`config.mk`:
```
export PLATFORM = sky130hd
export DESIGN_NAME = dip_scan_reader
export DESIGN_NICKNAME = d
export VERILOG_FILES = /design/src/rtl/dip_scan_reader.sv
export SDC_FILE = /design/constraint.sdc
export NUM_CORES = 1
export LEC_CHECK = 0
export ABC_AREA = 0
export CAP_MARGIN = 25
export CORE_UTILIZATION = 40
export DETAILED_ROUTE_END_ITERATION = 10
export PLACE_DENSITY = 0.57
export SETUP_SLACK_MARGIN = 0.5
export SLEW_MARGIN = 20
export SYNTH_ARGS = -nofsm -noshare
export SYNTH_HDL_FRONTEND = slang
export SYNTH_SLANG_ARGS = --single-unit
```
`constraint.sdc`:
```
create_clock -name clk -period 5.8 [get_ports clk]
set_input_delay 0.58 -clock clk [delete_from_list [all_inputs] [get_ports clk]]
set_output_delay 0.58 -clock clk [all_outputs]
set_load 0.005 [all_outputs]
```
`src/rtl/dip_scan_reader.sv`:
```
// dip_scan_reader: drives a 74HC165-style DIP chain and produces a debounced,
// optionally byte-swapped switch word with a change pulse.
module dip_scan_reader #(
  parameter int WIDTH         = 16,
  parameter int CLK_DIV       = 2,
  parameter int BYTE_SWAP     = 1,
  parameter int STABLE_FRAMES = 2,
  parameter int AUTO_SCAN     = 1
) (
  input  logic             clk,
  input  logic             rst,
  input  logic             DIP_in,
  input  logic             scan_req,
  output logic             DIP_latch,
  output logic             DIP_sclk,
  output logic [WIDTH-1:0] DIP_data,
  output logic             DIP_valid,
  output logic             DIP_changed,
  output logic             busy
);
  localparam int DW = $clog2(2 * CLK_DIV);
  localparam int BW = $clog2(WIDTH);
  localparam int MW = $clog2(STABLE_FRAMES + 1);

  typedef enum logic [1:0] {IDLE, LATCH, SHIFT, UPDATE} state_t;

  state_t           r_state;
  logic [DW-1:0]    r_div;
  logic [BW-1:0]    r_bit;
  logic [WIDTH-1:0] r_shift, r_cand, w_frame;
  logic [MW-1:0]    r_match, w_match;

  generate
    if (BYTE_SWAP != 0) begin : g_swap
      for (genvar k = 0; k < WIDTH / 8; k++) begin : g_byte
        assign w_frame[8*k +: 8] = r_shift[WIDTH-8*(k+1) +: 8];
      end
    end else begin : g_plain
      assign w_frame = r_shift;
    end
  endgenerate

  // Saturating run length of identical frames, restarting at 1 on any difference.
  assign w_match = (w_frame != r_cand) ? MW'(1) :
                   (r_match == MW'(STABLE_FRAMES)) ? r_match : r_match + 1'b1;

  always_ff @(posedge clk or posedge rst) begin
    if (rst) begin
      r_state     <= IDLE;
      r_div       <= '0;
      r_bit       <= '0;
      r_shift     <= '0;
      r_cand      <= '0;
      r_match     <= '0;
      DIP_latch   <= 1'b1;
      DIP_sclk    <= 1'b0;
      DIP_data    <= '0;
      DIP_valid   <= 1'b0;
      DIP_changed <= 1'b0;
      busy        <= 1'b0;
    end else begin
      DIP_changed <= 1'b0;
      case (r_state)
        IDLE: if (AUTO_SCAN != 0 || scan_req) begin
          r_state   <= LATCH;
          DIP_latch <= 1'b0;
          busy      <= 1'b1;
          r_div     <= '0;
        end
        LATCH: if (r_div == DW'(CLK_DIV - 1)) begin
          r_state   <= SHIFT;
          DIP_latch <= 1'b1;
          r_div     <= '0;
        end else r_div <= r_div + 1'b1;
        SHIFT: begin
          // Sample on the edge that raises sclk: the chain output is settled by then.
          if (r_div == DW'(CLK_DIV - 1)) begin
            r_shift  <= {r_shift[WIDTH-2:0], DIP_in};
            DIP_sclk <= 1'b1;
          end
          if (r_div == DW'(2 * CLK_DIV - 1)) begin
            DIP_sclk <= 1'b0;
            r_div    <= '0;
            r_bit    <= (r_bit == BW'(WIDTH - 1)) ? '0 : r_bit + 1'b1;
            if (r_bit == BW'(WIDTH - 1)) r_state <= UPDATE;
          end else r_div <= r_div + 1'b1;
        end
        UPDATE: begin
          r_cand  <= w_frame;
          r_match <= w_match;
          if (w_match >= MW'(STABLE_FRAMES) && (!DIP_valid || w_frame != DIP_data)) begin
            DIP_data    <= w_frame;
            DIP_valid   <= 1'b1;
            DIP_changed <= 1'b1;
          end
          if (AUTO_SCAN != 0) begin
            r_state   <= LATCH;
            DIP_latch <= 1'b0;
          end else begin
            r_state <= IDLE;
            busy    <= 1'b0;
          end
        end
        default: r_state <= IDLE;
      endcase
    end
  end
endmodule

```
# Yosys cells after proc, flatten, opt, wreduce, memory -nomap -nowiden
# Index checks and enable logic that the tools add are counted.
[totals]
inputBits = 4
register_bits = 63
elab_cells = 57
output_inout_bits = 21
[classes]
reduce_logical = 14
n_addsub = 3
eq_ne = 12
n_mux = 15
magnitude_cmp = 1
[ops]
columns = ["operator", "count"]
rows = [
  ["inequality test 16 bit", 2],
  ["2-to-1 mux 2 bit", 7],
  ["one-hot mux 2 bit (3 select lines)", 2],
  ["AND reduction 2 bit", 5],
  ["== test 2 bit, second input constant", 4],
  ["inequality test 2 bit, second input constant", 3],
  ["adder 2 x 1 -> 2 bit, second input constant", 2],
  ["adder 4 x 1 -> 4 bit, second input constant", 1],
  ["== test 2 x 1 -> 1 bit, second input constant", 2],
  ["== test 4 bit, second input constant", 1],
  ["2-to-1 mux 1 bit", 4],
  ["2-to-1 mux 4 bit", 1],
  ["nonzero test 2 bit", 2],
  ["AND reduction 3 bit", 1],
  ["nonzero test 3 bit", 1],
  [">= comparator 2 bit, second input constant", 1],
  ["logical NOT 2 bit", 1],
  ["one-hot mux 1 bit (2 select lines)", 1],
  ["OR reduction 2 bit", 1],
  ["logical AND 1 bit", 1],
  ["logical NOT 1 bit", 1],
  ["logical OR 1 bit", 1],
]

# Longest topological paths before layout
[logic_depth]
depth_word = 7
mapped_depth = 7

# Worst setup path after synthesis
# OpenSTA, ideal clock, no wires.
[synth_timing]
path_type = "reg2reg"
startpoint = "register r_shift[9]"
endpoint = "register DIP_data[0]"
required_time_ns = 5.675
period_less_slack_ns = 2.058
setup_slack_ns = 3.742
arrival_ns = 1.933
stages_incl_launch_ff = 7
cell_sequence = "dfrtp_1 xor2_1 nor4_2 nand4_1 a311oi_4 buf_8 mux2_4"
[synth_via]
elab_chain_len = 5
word_cells_on_any_way = 7
cone_classes = "order compare: 1; eq/ne: 2; mux: 1; reduce/logical: 3"
[synth_rtl]
columns = ["item", "line_no", "rtl"]
rows = [
  ["from (decl)", "30", "logic [WIDTH-1:0] r_shift, r_cand, w_frame;"],
  ["from (signal assigned)", "78", "r_shift <= {r_shift[WIDTH-2:0], DIP_in};"],
  ["inequality test 16 bit", "44", "assign w_match = (w_frame != r_cand) ? MW'(1) :"],
  ["2-to-1 mux 2 bit", "44", ""],
  [">= comparator 2 bit", "91", "if (w_match >= MW'(STABLE_FRAMES) && (!DIP_valid || w_frame != DIP_data)) begin"],
  ["logical AND 1 bit *", "91", ""],
  ["AND reduction 2 bit (no source line) *", "--", ""],
  ["to (signal assigned)", "92", "DIP_data <= w_frame;"],
  ["to (decl)", "16", "output logic [WIDTH-1:0] DIP_data,"],
]
# Mark *: on every way between the ends. The rest lies on a longest branch, timed or not.
# A chain may end at the register's enable or synchronous reset.

# Worst setup path in the final report
[layout_timing]
startpoint = "register r_shift[8]"
endpoint = "register DIP_data[3]"
# Same word-level chain as after synthesis.

==> reports/qor.txt <==
max cap viols - 0
IR Drop Worst-Case VDD - 0.110 mV
net count of the mapped netlist - 235
status - complete, no violations
effective utilization at floorplan - 41.3%
DRC Markers - 0
Final Critical Period - 2.47 ns
max frequency - 405 MHz
Hold Crit Class - register to register
kind of end point of the critical path - register
fraction of registers with async set/reset - 100%
Seq/Total Area, Yosys - 53.0%
clock transition at the registers of the reported paths - 0.08 ns
Synth Area per Inst - 13.5 um^2
area overhead of the layout relative to synthesis - 18.3%
Total Nets Final - 267
count of cells resized by post-cts repair - 0
Hold Buf Count CTS - 0
most frequent standard cell in the layout excluding fill and tap cells - dfrtp_1
post-synthesis mux area share - 19.8%
XOR/XNOR share of the synthesized area - 9.71%
total number of H-tree levels - 3
I/O pin count - 25
area inside the core boundary - 0.00721 mm^2
dominant combinational cell family by area after synthesis - multiplexers
ANT nets after route - 0
DP HPWL - 3370 um
number of warnings issued by yosys - 0
die span in x - 88.3 um
Longest Clk Path Bufs - 2
die footprint - 0.00779 mm^2
post-placement cell area - 0.00332 mm^2
global route overflow - 0
first-pass GRT wire length - 8540 um
transition at the pin with the smallest max-transition slack - 0.799 ns
TritonCTS Buffers - 9
Worst Skew - 0.0121 ns
Gate Count Post-Synth - 220
share of the clock period used by the worst path after layout - 42.6%
routed via count divided by cell count - 4.78
Final Hold Fails - 0
y dimension of the die - 88.3 um
number of flops mapped to enable cells by yosys - 0
Starting DRT DRC Count - 37
count of different cell masters after synthesis - 31
simple-gate area share of the yosys netlist - 6.22%
setup repair after global routing missed its margin - false
total via count in the routed design - 1700
iteration count of the initial detailed-routing pass - 4
synthesized flop and latch total - 63
Placer Congestion - 0.720
worst-path maximum fanout - 12
TritonCTS clock tree - built
share of layout cells above drive strength 1 - 29.6%
Detailed Route WL - 5020 um
Post-Layout Inst Area - 0.00352 mm^2
largest net degree at the start of global routing - 64
Synth Area in Adders - 4.62%
antenna violations before repair - 0
antenna diode instance count - 0
Clock Sinks - 63
category of the most critical setup path - register to register
LEAKAGE - 1.60 nW
critical path startpoint category - register
Setup violations, final - 0
buffers added on ports - 23
DR WL/cell - 14.1 um
number of global-route vias before repair - 1689
arrival time reported for the critical path endpoint - 2.69 ns
setup TNS after final layout - 0 ns
standard-cell row count - 31
highest-count cells in the layout ignoring fill and taps - 62 x dfrtp_1, 39 x mux2_2, 23 x clkdlybuf4s50_1, 19 x xor2_1, 14 x xnor2_1
clock latency on the worst-skew pair - 0.34 ns
Relative slew margins - 46.7%
top flip-flop cell by instance count after synthesis - dfrtp_1
final max-slew violation count - 0
GRT Util Overall - 15.2%
area fraction in compound gates after synthesis - 4.66%
data required time at the worst endpoint - 6.02 ns
# Post-CTS Setup Buffers - 0
area of the mapped netlist - 0.00298 mm^2
root cell of the clock tree - clkbuf_8
power density cells - 242 mW/mm^2
==> worst max-delay path, stage by stage (launching register included) <==
cell      delay [ns]
dfrtp_1         0.45
xor2_1          0.20
nor4_2          0.32
nand4_1         0.25
a311oi_4        0.41
buf_4           0.33
mux2_2          0.36
==> flip-flops by register name, summed over array words and instances, names as in the netlist <==
register,count
r_bit,4
busy,1
DIP_latch,1
DIP_data,16
DIP_changed,1
r_div,2
r_state,2
DIP_valid,1
r_match,2
r_cand,16
r_shift,16
DIP_sclk,1
==> per-layer routing <==
metal | up-vias | GRT usage [%] | routed length, um
li1 | 829 | - | -
met1 | 834 | 19.8 | 2460
met2 | 29 | 22.7 | 2270
met3 | 8 | 3.73 | 176
met4 | 0 | 9.24 | 112
met5 | - | 0 | 0
==> layout make-up <==
type                            count  area (um^2)
Inverter                            8         30.0
Clock inverter                      7         73.8
Multi-Input combinational cell    144         1340
Fill cell                         686         3690
Timing Repair Buffer               26          253
Tap cell                           99          124
Clock buffer                        9          124
Sequential cell                    63         1580
==> cells by family (layout without fill, tap and decap cells) <==
kind of cell	count (synthesis)	after routing
adder cells (fa/ha/maj)	11	11
XOR/XNOR	33	33
AO/OA/AOI/OAI	19	19
flip-flops	63	63
AND/OR/NAND/NOR	32	32
buffers and inverters	13	50
multiplexers	49	49
==> cells in the mapped netlist (3+ instances only) <==
| master | instances | area [um^2] |
|---|---|---|
| nand3_1 | 3 | 15.0 |
| ha_1 | 11 | 138 |
| nor2_1 | 4 | 15.0 |
| nor4_2 | 3 | 37.5 |
| xnor2_1 | 14 | 123 |
| dfrtp_1 | 62 | 1550 |
| mux2_4 | 10 | 150 |
| clkbuf_1 | 3 | 11.3 |
| o21ai_0 | 6 | 30.0 |
| inv_1 | 8 | 30.0 |
| mux2_2 | 39 | 439 |
| nand4_1 | 4 | 25.0 |
| a21oi_1 | 4 | 20.0 |
| nand2_1 | 8 | 30.0 |
| xor2_1 | 19 | 166 |
==> per-stage QoR <==
stage / hold WS, ns / cells / power, mW / setup WS [ns] / util (%)
global route: 0.489 / 356 / 0.891 / 3.11 / 48.8
global placement: 0.460 / 340 / 0.487 / 3.24 / 46.1
CTS: 0.475 / 356 / 0.866 / 3.26 / 48.8
floorplan: 0.444 / 220 / 0.478 / 3.65 / -
finish: 0.468 / 356 / 0.851 / 3.33 / 48.8
detailed placement: 0.457 / 340 / 0.487 / 3.28 / 46.1
==> where the power goes <==
part | internal, mW | switching [mW] | leakage, nW | total (mW)
Clock | 0.198 | 0.176 | 0.0875 | 0.374
Sequential | 0.444 | 0.00891 | 0.811 | 0.453
Combinational | 0.0107 | 0.0142 | 0.701 | 0.0249
Total | 0.652 | 0.199 | 1.60 | 0.851
==> final timing paths <==
check                                        from                        to  slack (ns)  depth (start not counted)
setup reg to reg           r_shift[8]$_DFFE_PP0P_   DIP_data[3]$_DFFE_PP0P_        3.33                          6
setup / recovery           r_shift[8]$_DFFE_PP0P_   DIP_data[3]$_DFFE_PP0P_        3.33                          6
hold / removal                   busy$_DFFE_PP0N_          busy$_DFFE_PP0N_        0.47                          1
min in group asynchronous                     rst      DIP_sclk$_DFFE_PP0P_        0.79                          3
hold reg to reg                  busy$_DFFE_PP0N_          busy$_DFFE_PP0N_        0.47                          1
max in group asynchronous                     rst  DIP_data[13]$_DFFE_PP0P_        4.49                          3
No activity file was read; power rests on OpenSTA's default activity.
